<file path="config.mk">
export PLATFORM = sky130hd
export DESIGN_NAME = aes_dec_round_ctrl
export DESIGN_NICKNAME = d
export VERILOG_FILES = /design/src/rtl/aes_dec_round_ctrl.sv
export SDC_FILE = /design/constraint.sdc
export NUM_CORES = 1
export LEC_CHECK = 0
export CAP_MARGIN = 20
export CORE_AREA = 5 5 251 253
export CTS_CLUSTER_SIZE = 28
export DETAILED_ROUTE_END_ITERATION = 8
export DIE_AREA = 0 0 256 258
export SLEW_MARGIN = 40
export SYNTH_ARGS = -nofsm -noshare
export SYNTH_HDL_FRONTEND = slang
export SYNTH_SLANG_ARGS = --single-unit
</file>
<file path="constraint.sdc">
create_clock -name clk -period 4.48 [get_ports clk]
set_clock_uncertainty 0.2 [all_clocks]
set_input_delay 0.448 -clock clk [delete_from_list [all_inputs] [get_ports clk]]
set_output_delay 0.448 -clock clk [all_outputs]
set_load 0.02 [all_outputs]
</file>
<file path="src/rtl/aes_dec_round_ctrl.sv">
// Iterative AES inverse-cipher sequencer: initial AddRoundKey, then NR rounds through an external datapath.
// Latency NR+2 cycles from accept to out_valid; one block in flight, out_data held while out_ready is low.
module aes_dec_round_ctrl #(
  parameter int NR = 10
) (
  input  logic         clk,
  input  logic         rst,
  input  logic         in_valid,
  output logic         in_ready,
  input  logic [127:0] in_data,
  output logic         out_valid,
  input  logic         out_ready,
  output logic [127:0] out_data,
  output logic [3:0]   rk_addr,
  input  logic [127:0] rk_data,
  output logic [127:0] dp_state,
  output logic         dp_last,
  input  logic [127:0] dp_result,
  output logic         busy
);

  localparam logic [3:0] LAST_RK = 4'(NR);

  typedef enum logic [1:0] {IDLE, LOAD, ROUND, DONE} fsm_t;

  fsm_t         fsm;
  logic [127:0] state;
  logic [127:0] ct_hold;
  logic [3:0]   cnt;

  assign out_data = state;
  assign dp_state = state;

  // rk_addr runs one cycle ahead of the round that consumes it, since the key RAM is registered.
  always_ff @(posedge clk) begin
    if (rst) begin
      fsm       <= IDLE;
      state     <= '0;
      ct_hold   <= '0;
      cnt       <= '0;
      in_ready  <= 1'b1;
      out_valid <= 1'b0;
      busy      <= 1'b0;
      dp_last   <= 1'b0;
      rk_addr   <= LAST_RK;
    end else begin
      case (fsm)
        IDLE: begin
          if (in_valid) begin
            ct_hold  <= in_data;
            fsm      <= LOAD;
            in_ready <= 1'b0;
            busy     <= 1'b1;
            rk_addr  <= LAST_RK - 4'd1;
          end
        end
        LOAD: begin
          state   <= ct_hold ^ rk_data;
          cnt     <= LAST_RK - 4'd1;
          fsm     <= ROUND;
          rk_addr <= LAST_RK - 4'd2;
        end
        ROUND: begin
          state <= dp_result;
          if (cnt == 4'd0) begin
            fsm       <= DONE;
            dp_last   <= 1'b0;
            out_valid <= 1'b1;
            rk_addr   <= LAST_RK;
          end else begin
            cnt     <= cnt - 4'd1;
            dp_last <= (cnt == 4'd1);
            rk_addr <= (cnt == 4'd1) ? LAST_RK : cnt - 4'd2;
          end
        end
        DONE: begin
          if (out_ready) begin
            fsm       <= IDLE;
            out_valid <= 1'b0;
            busy      <= 1'b0;
            in_ready  <= 1'b1;
          end
        end
      endcase
    end
  end

endmodule

</file>
* Word level (Yosys, flattened, before mapping)
Cells that the tools add are included.
** Operators by class
- Bitwise operators :: 1
- $add $sub $neg :: 2
- Muxes and demuxes :: 20
- Equality and inequality tests :: 8
- Reduce and logical (&&, ||, !) cells :: 12
** Operators with widths (number)
- $pmux W128 S2 :: 1
- $xor A128 B128 Y128 :: 1
- $mux W4 :: 4
- $pmux W4 S3 :: 1
- $reduce_and A3 Y1 :: 3
- $ne A2 B2 Y1 const B :: 4
- $pmux W2 S4 :: 1
- $pmux W4 S2 :: 1
- $mux W1 :: 6
- $mux W2 :: 3
- $pmux W1 S2 :: 3
- $reduce_and A2 Y1 :: 3
- $reduce_bool A2 Y1 :: 3
- $eq A2 B2 Y1 const B :: 2
- $eq A4 B1 Y1 const B :: 1
- $logic_not A4 Y1 :: 1
- $sub A4 B1 Y4 const B :: 1
- $sub A4 B2 Y4 const B :: 1
- $reduce_bool A3 Y1 :: 1
- $eq A2 B1 Y1 const B :: 1
- $logic_not A2 Y1 :: 1
** Word-level totals
- Register bits after elaboration :: 270
- Word-level logic and storage cells :: 52
- Bits of input ports :: 388
- Output and inout bits :: 264

* Longest topological paths before layout
- Word-level depth :: 4
- Depth in mapped cells :: 8

* Worst setup path before layout
Ideal clock, no wire load.
- Path type :: register -> register
- Start :: register fsm[0]
- End :: register state[74] (netlist: dp_state[74])
- Slack :: 2622 ps
- Buffers on the path :: 2
- Cell stages (with the launch flop) :: 7
- Clock period less this slack :: 1858 ps
- Data arrival time :: 1524 ps
- Setup time :: 134 ps
- Path through :: dfxtp_1 -> inv_1 -> ha_1 -> nand2b_1 -> clkbuf_1 -> buf_1 -> o22ai_1
** On the way
- Cells in the longest elaborated chain, start to end :: 2
- Elaborated cells between the ends (all ways) :: 4
- Those cells by class :: eq/ne (2); mux (1); reduce/logical (1)
** Ends and longest elaborated chain
- start: declaration :: RTL line 26 : fsm_t fsm;
- start signal: assignment :: RTL line 37 : fsm <= IDLE;
- start signal: assignment :: RTL line 51 : fsm <= LOAD;
- start signal: assignment :: RTL line 60 : fsm <= ROUND;
- $eq A2 B2 Y1 or $eq A2 B1 Y1 (tied branches) :: RTL line 47 : case (fsm)
- $pmux W128 S2 or $reduce_bool A2 Y1 (tied branches)
- end signal: assignment :: RTL line 58 : state <= ct_hold ^ rk_data;
- end signal: assignment :: RTL line 64 : state <= dp_result;
- end: declaration :: RTL line 27 : logic [127:0] state;
Several ways; a longest one is shown, not always the timed one.
A chain may end at the register's enable or synchronous reset.

* Final worst setup path
- Start :: register fsm[1]
- End :: register rk_addr[3]
** On the way
- Cells in the longest elaborated chain, start to end :: 3
- Elaborated cells between the ends (all ways) :: 7
- Those cells by class :: eq/ne (3); mux (1); reduce/logical (3)
** Ends and longest elaborated chain
- $eq A2 B2 Y1 (tied with other cells) :: RTL line 47
- $reduce_bool A3 Y1 (no line) or $ne A2 B2 Y1 (tied branches)
- $reduce_and A2 Y1 (no line)
- end signal: assignment :: RTL line 54 : rk_addr <= LAST_RK - 4'd1;
- end signal: assignment :: RTL line 61 : rk_addr <= LAST_RK - 4'd2;
- end signal: assignment :: RTL line 73 : rk_addr <= (cnt == 4'd1) ? LAST_RK : cnt - 4'd2;
- end: declaration :: RTL line 14 : output logic [3:0] rk_addr,
Several ways; a longest one is shown, not always the timed one.

==> qor.txt <==
Post-Synthesis Net Count -> 1875
via count of the first global-routing pass -> 12030
clock tree from TritonCTS -> yes
setup repair after global routing missed its margin -> no
Pwr Density -> 611.0 nW/um2
number of hold-repair buffers added at the cts stage -> 0
total number of vias -> 11917
iteration-0 DRC count of the detailed router -> 703
worst-path fanout max -> 61
Setup TNS -> 0 ns
clock latency on the worst-skew pair -> 0.52 ns
worst-case setup slack after placement -> 1.421 ns
maximum number of pins on one net before global-route repair -> 89
layout cells sized above 1 -> 0.03905
total wire length -> 54500 um
worst hold path type -> input pin to flop
critical path class -> flop to flop
data arrival time of the critical path -> 2.97 ns
DIE AREA -> 66050 um2
highest attainable clock frequency -> 359.2 MHz
final routed DRC violation total -> 0
EDFF count, synth -> 0
Worst setup SP type -> flop
Clock Sinks -> 270
area of the multi-input gates -> 6177 um2
number of warnings issued by yosys -> 0
endpoint required time on the critical path -> 4.66 ns
H-tree depth reported by CTS -> 2
Final nets -> 2347
flip-flop cell with the highest count after synthesis -> dfxtp_1
max-capacitance violation count -> 0
post-synthesis register bit count -> 270
fraction of registers with async set or reset after synthesis -> 0
clock slew at reported path FFs -> 0.06 ns
buffers added on ports -> 651
total power draw -> 12.56 mW
outcome -> complete, no violations
overflow left after global routing -> 0
remaining antenna violation count after routing -> 0
final hold viol count -> 0
PostCTS Resize Cnt -> 0
first-pass GRT wire length -> 78090 um
Placement Rows -> 91
leakage dissipation -> 7.451 nW
antenna violations before repair -> 5
Setup violations, final -> 0
Final WS setup -> 1.696 ns
area of the core -> 60800 um2
detailed-routing iteration count for the pre-antenna-repair pass -> 5
Clk Tree Root Cell -> clkbuf_16
total global routing track utilization -> 0.1526
starting density of the core -> 0.2131
post-detail-place hpwl -> 42060 um
Worst setup EP type -> flop
layout-stage area growth over the synthesis result -> 58.67%
Slew headroom -> 0.4591
vias per std cell -> 4.304
number of instances in the synthesized netlist -> 1477
post-synthesis instance area -> 12960 um2
overall die width -> 256 um
highest ir drop seen on vdd -> 0.0002754 V
num ports -> 652
Filler cells -> 6252
sequential share of the synthesized area -> 0.4171
Die H -> 258 um
min Tclk post-route -> 2.784 ns
average instance area after synthesis -> 8.773 um2
Slew Limit Fails -> 0
number of buffers added by the clock tree synthesis step -> 34
distinct cell type count after synthesis -> 41
share of the clock period used by the worst path -> 0.6215
per-cell routed wire length -> 19.68 um
number of buffers added for setup after CTS -> 0
Worst Tran Pin Value -> 0.8114 ns
maximum root-to-sink buffer count -> 3
combined flip-flop and latch cell area -> 5405 um2
routability cong. -> 0.8444
==> Yosys cell counts, types with 3 or more instances <==
library cell	n	area, um2
a21oi_1	136	680.7
buf_2	26	130.1
buf_4	128	960.9
clkbuf_1	76	285.3
dfxtp_1	270	5405
ha_1	10	125.1
inv_1	10	37.54
mux2i_1	131	1311
nand2_1	260	975.9
nand2b_1	133	832.1
nor2_1	3	11.26
o21ai_0	6	30.03
o22ai_1	129	807.0
xor2_1	128	1121
==> state kept, by name, indices dropped and copies added (netlist names) <==
register   flops
busy           1
out_valid      1
fsm            2
rk_addr        4
in_ready       1
dp_state     128
ct_hold      128
dp_last        1
cnt            4
==> final timing paths <==
path	slack (ns)	end	cells after the start	from
max	1.70	rk_addr[3]$_SDFFE_PP1P_	7	fsm[1]$_SDFFE_PP0P_
min reg2reg	0.26	ct_hold[105]$_SDFFE_PP0P_	2	ct_hold[105]$_SDFFE_PP0P_
max reg2reg	1.70	rk_addr[3]$_SDFFE_PP1P_	7	fsm[1]$_SDFFE_PP0P_
min	0.04	ct_hold[127]$_SDFFE_PP0P_	2	rst
==> cell usage in the layout, fill, tap and decap left out, types with 3 or more instances in the layout <==
master / count
nand2b_1: 132
a21oi_1: 136
clkbuf_1: 8
ha_1: 8
clkdlybuf4s50_1: 650
buf_4: 5
nor2_1: 3
diode_2: 7
clkbuf_8: 11
xor2_1: 128
o21ai_0: 6
buf_12: 9
dfxtp_1: 270
mux2i_1: 131
nand2_1: 259
inv_1: 10
clkbuf_16: 37
o22ai_1: 129
==> area by class of cell <==
cell class / instances / area share
Antenna cell: 7 / 0.0008520
Clock buffer: 56 / 0.05386
Inverter: 10 / 0.001826
Tap cell: 790 / 0.04808
Multi-Input combinational cell: 966 / 0.3005
Sequential cell: 270 / 0.2629
Timing Repair Buffer: 667 / 0.3289
Clock inverter: 3 / 0.003165
==> report_power, final <==
| group | switching [mW] | leakage [nW] | internal, mW | total, mW |
|---|---|---|---|---|
| sequential | 0.636 | 2.22 | 3.05 | 3.68 |
| combinational | 3.13 | 4.66 | 2.89 | 6.02 |
| clock | 1.06 | 0.577 | 1.79 | 2.85 |
| total | 4.83 | 7.45 | 7.73 | 12.6 |
==> logic make-up (layout without fill, tap and decap cells) <==
| family | count (synthesis) | in the layout | synth area share |
|---|---|---|---|
| buffers and inverters | 241 | 736 | 0.1094 |
| DFF | 270 | 270 | 0.4171 |
| and+or+nand+nor | 408 | 408 | 0.1473 |
| xor gates and xnor gates | 129 | 129 | 0.08720 |
| muxes | 132 | 132 | 0.1021 |
| adders and majority gates | 10 | 10 | 0.009656 |
| AOI/OAI and AO/OA | 287 | 287 | 0.1273 |
| other | 0 | 7 | 0 |
==> worst max-delay path: stages (launching register included) <==
cell	delay, ns
dfxtp_1	0.41
inv_1	0.13
ha_4	0.59
buf_4	0.34
buf_12	0.26
mux2i_1	0.22
nor4b_1	0.29
a22oi_1	0.13
==> routing by layer <==
layer  track usage  up-vias  share of wire
met1        0.1910     5679           0.43
met5             0        -              0
met2        0.2596      374           0.49
met4       0.04933        0          0.028
met3       0.03706       82          0.054
li1              -     5782              -
==> stage by stage <==
stage               hold slack (ns)  area, um2  utilization  cells
floorplan                    0.2481      12960            -   1477
global placement             0.2533      19280       0.3171   2699
detailed placement           0.2583      19350       0.3182   2702
CTS                        0.009442      20520       0.3375   2761
global route                0.03692      20540       0.3379   2763
finish                      0.04412      20560       0.3381   2769
Note: power is estimated with default switching activity, not from simulation.
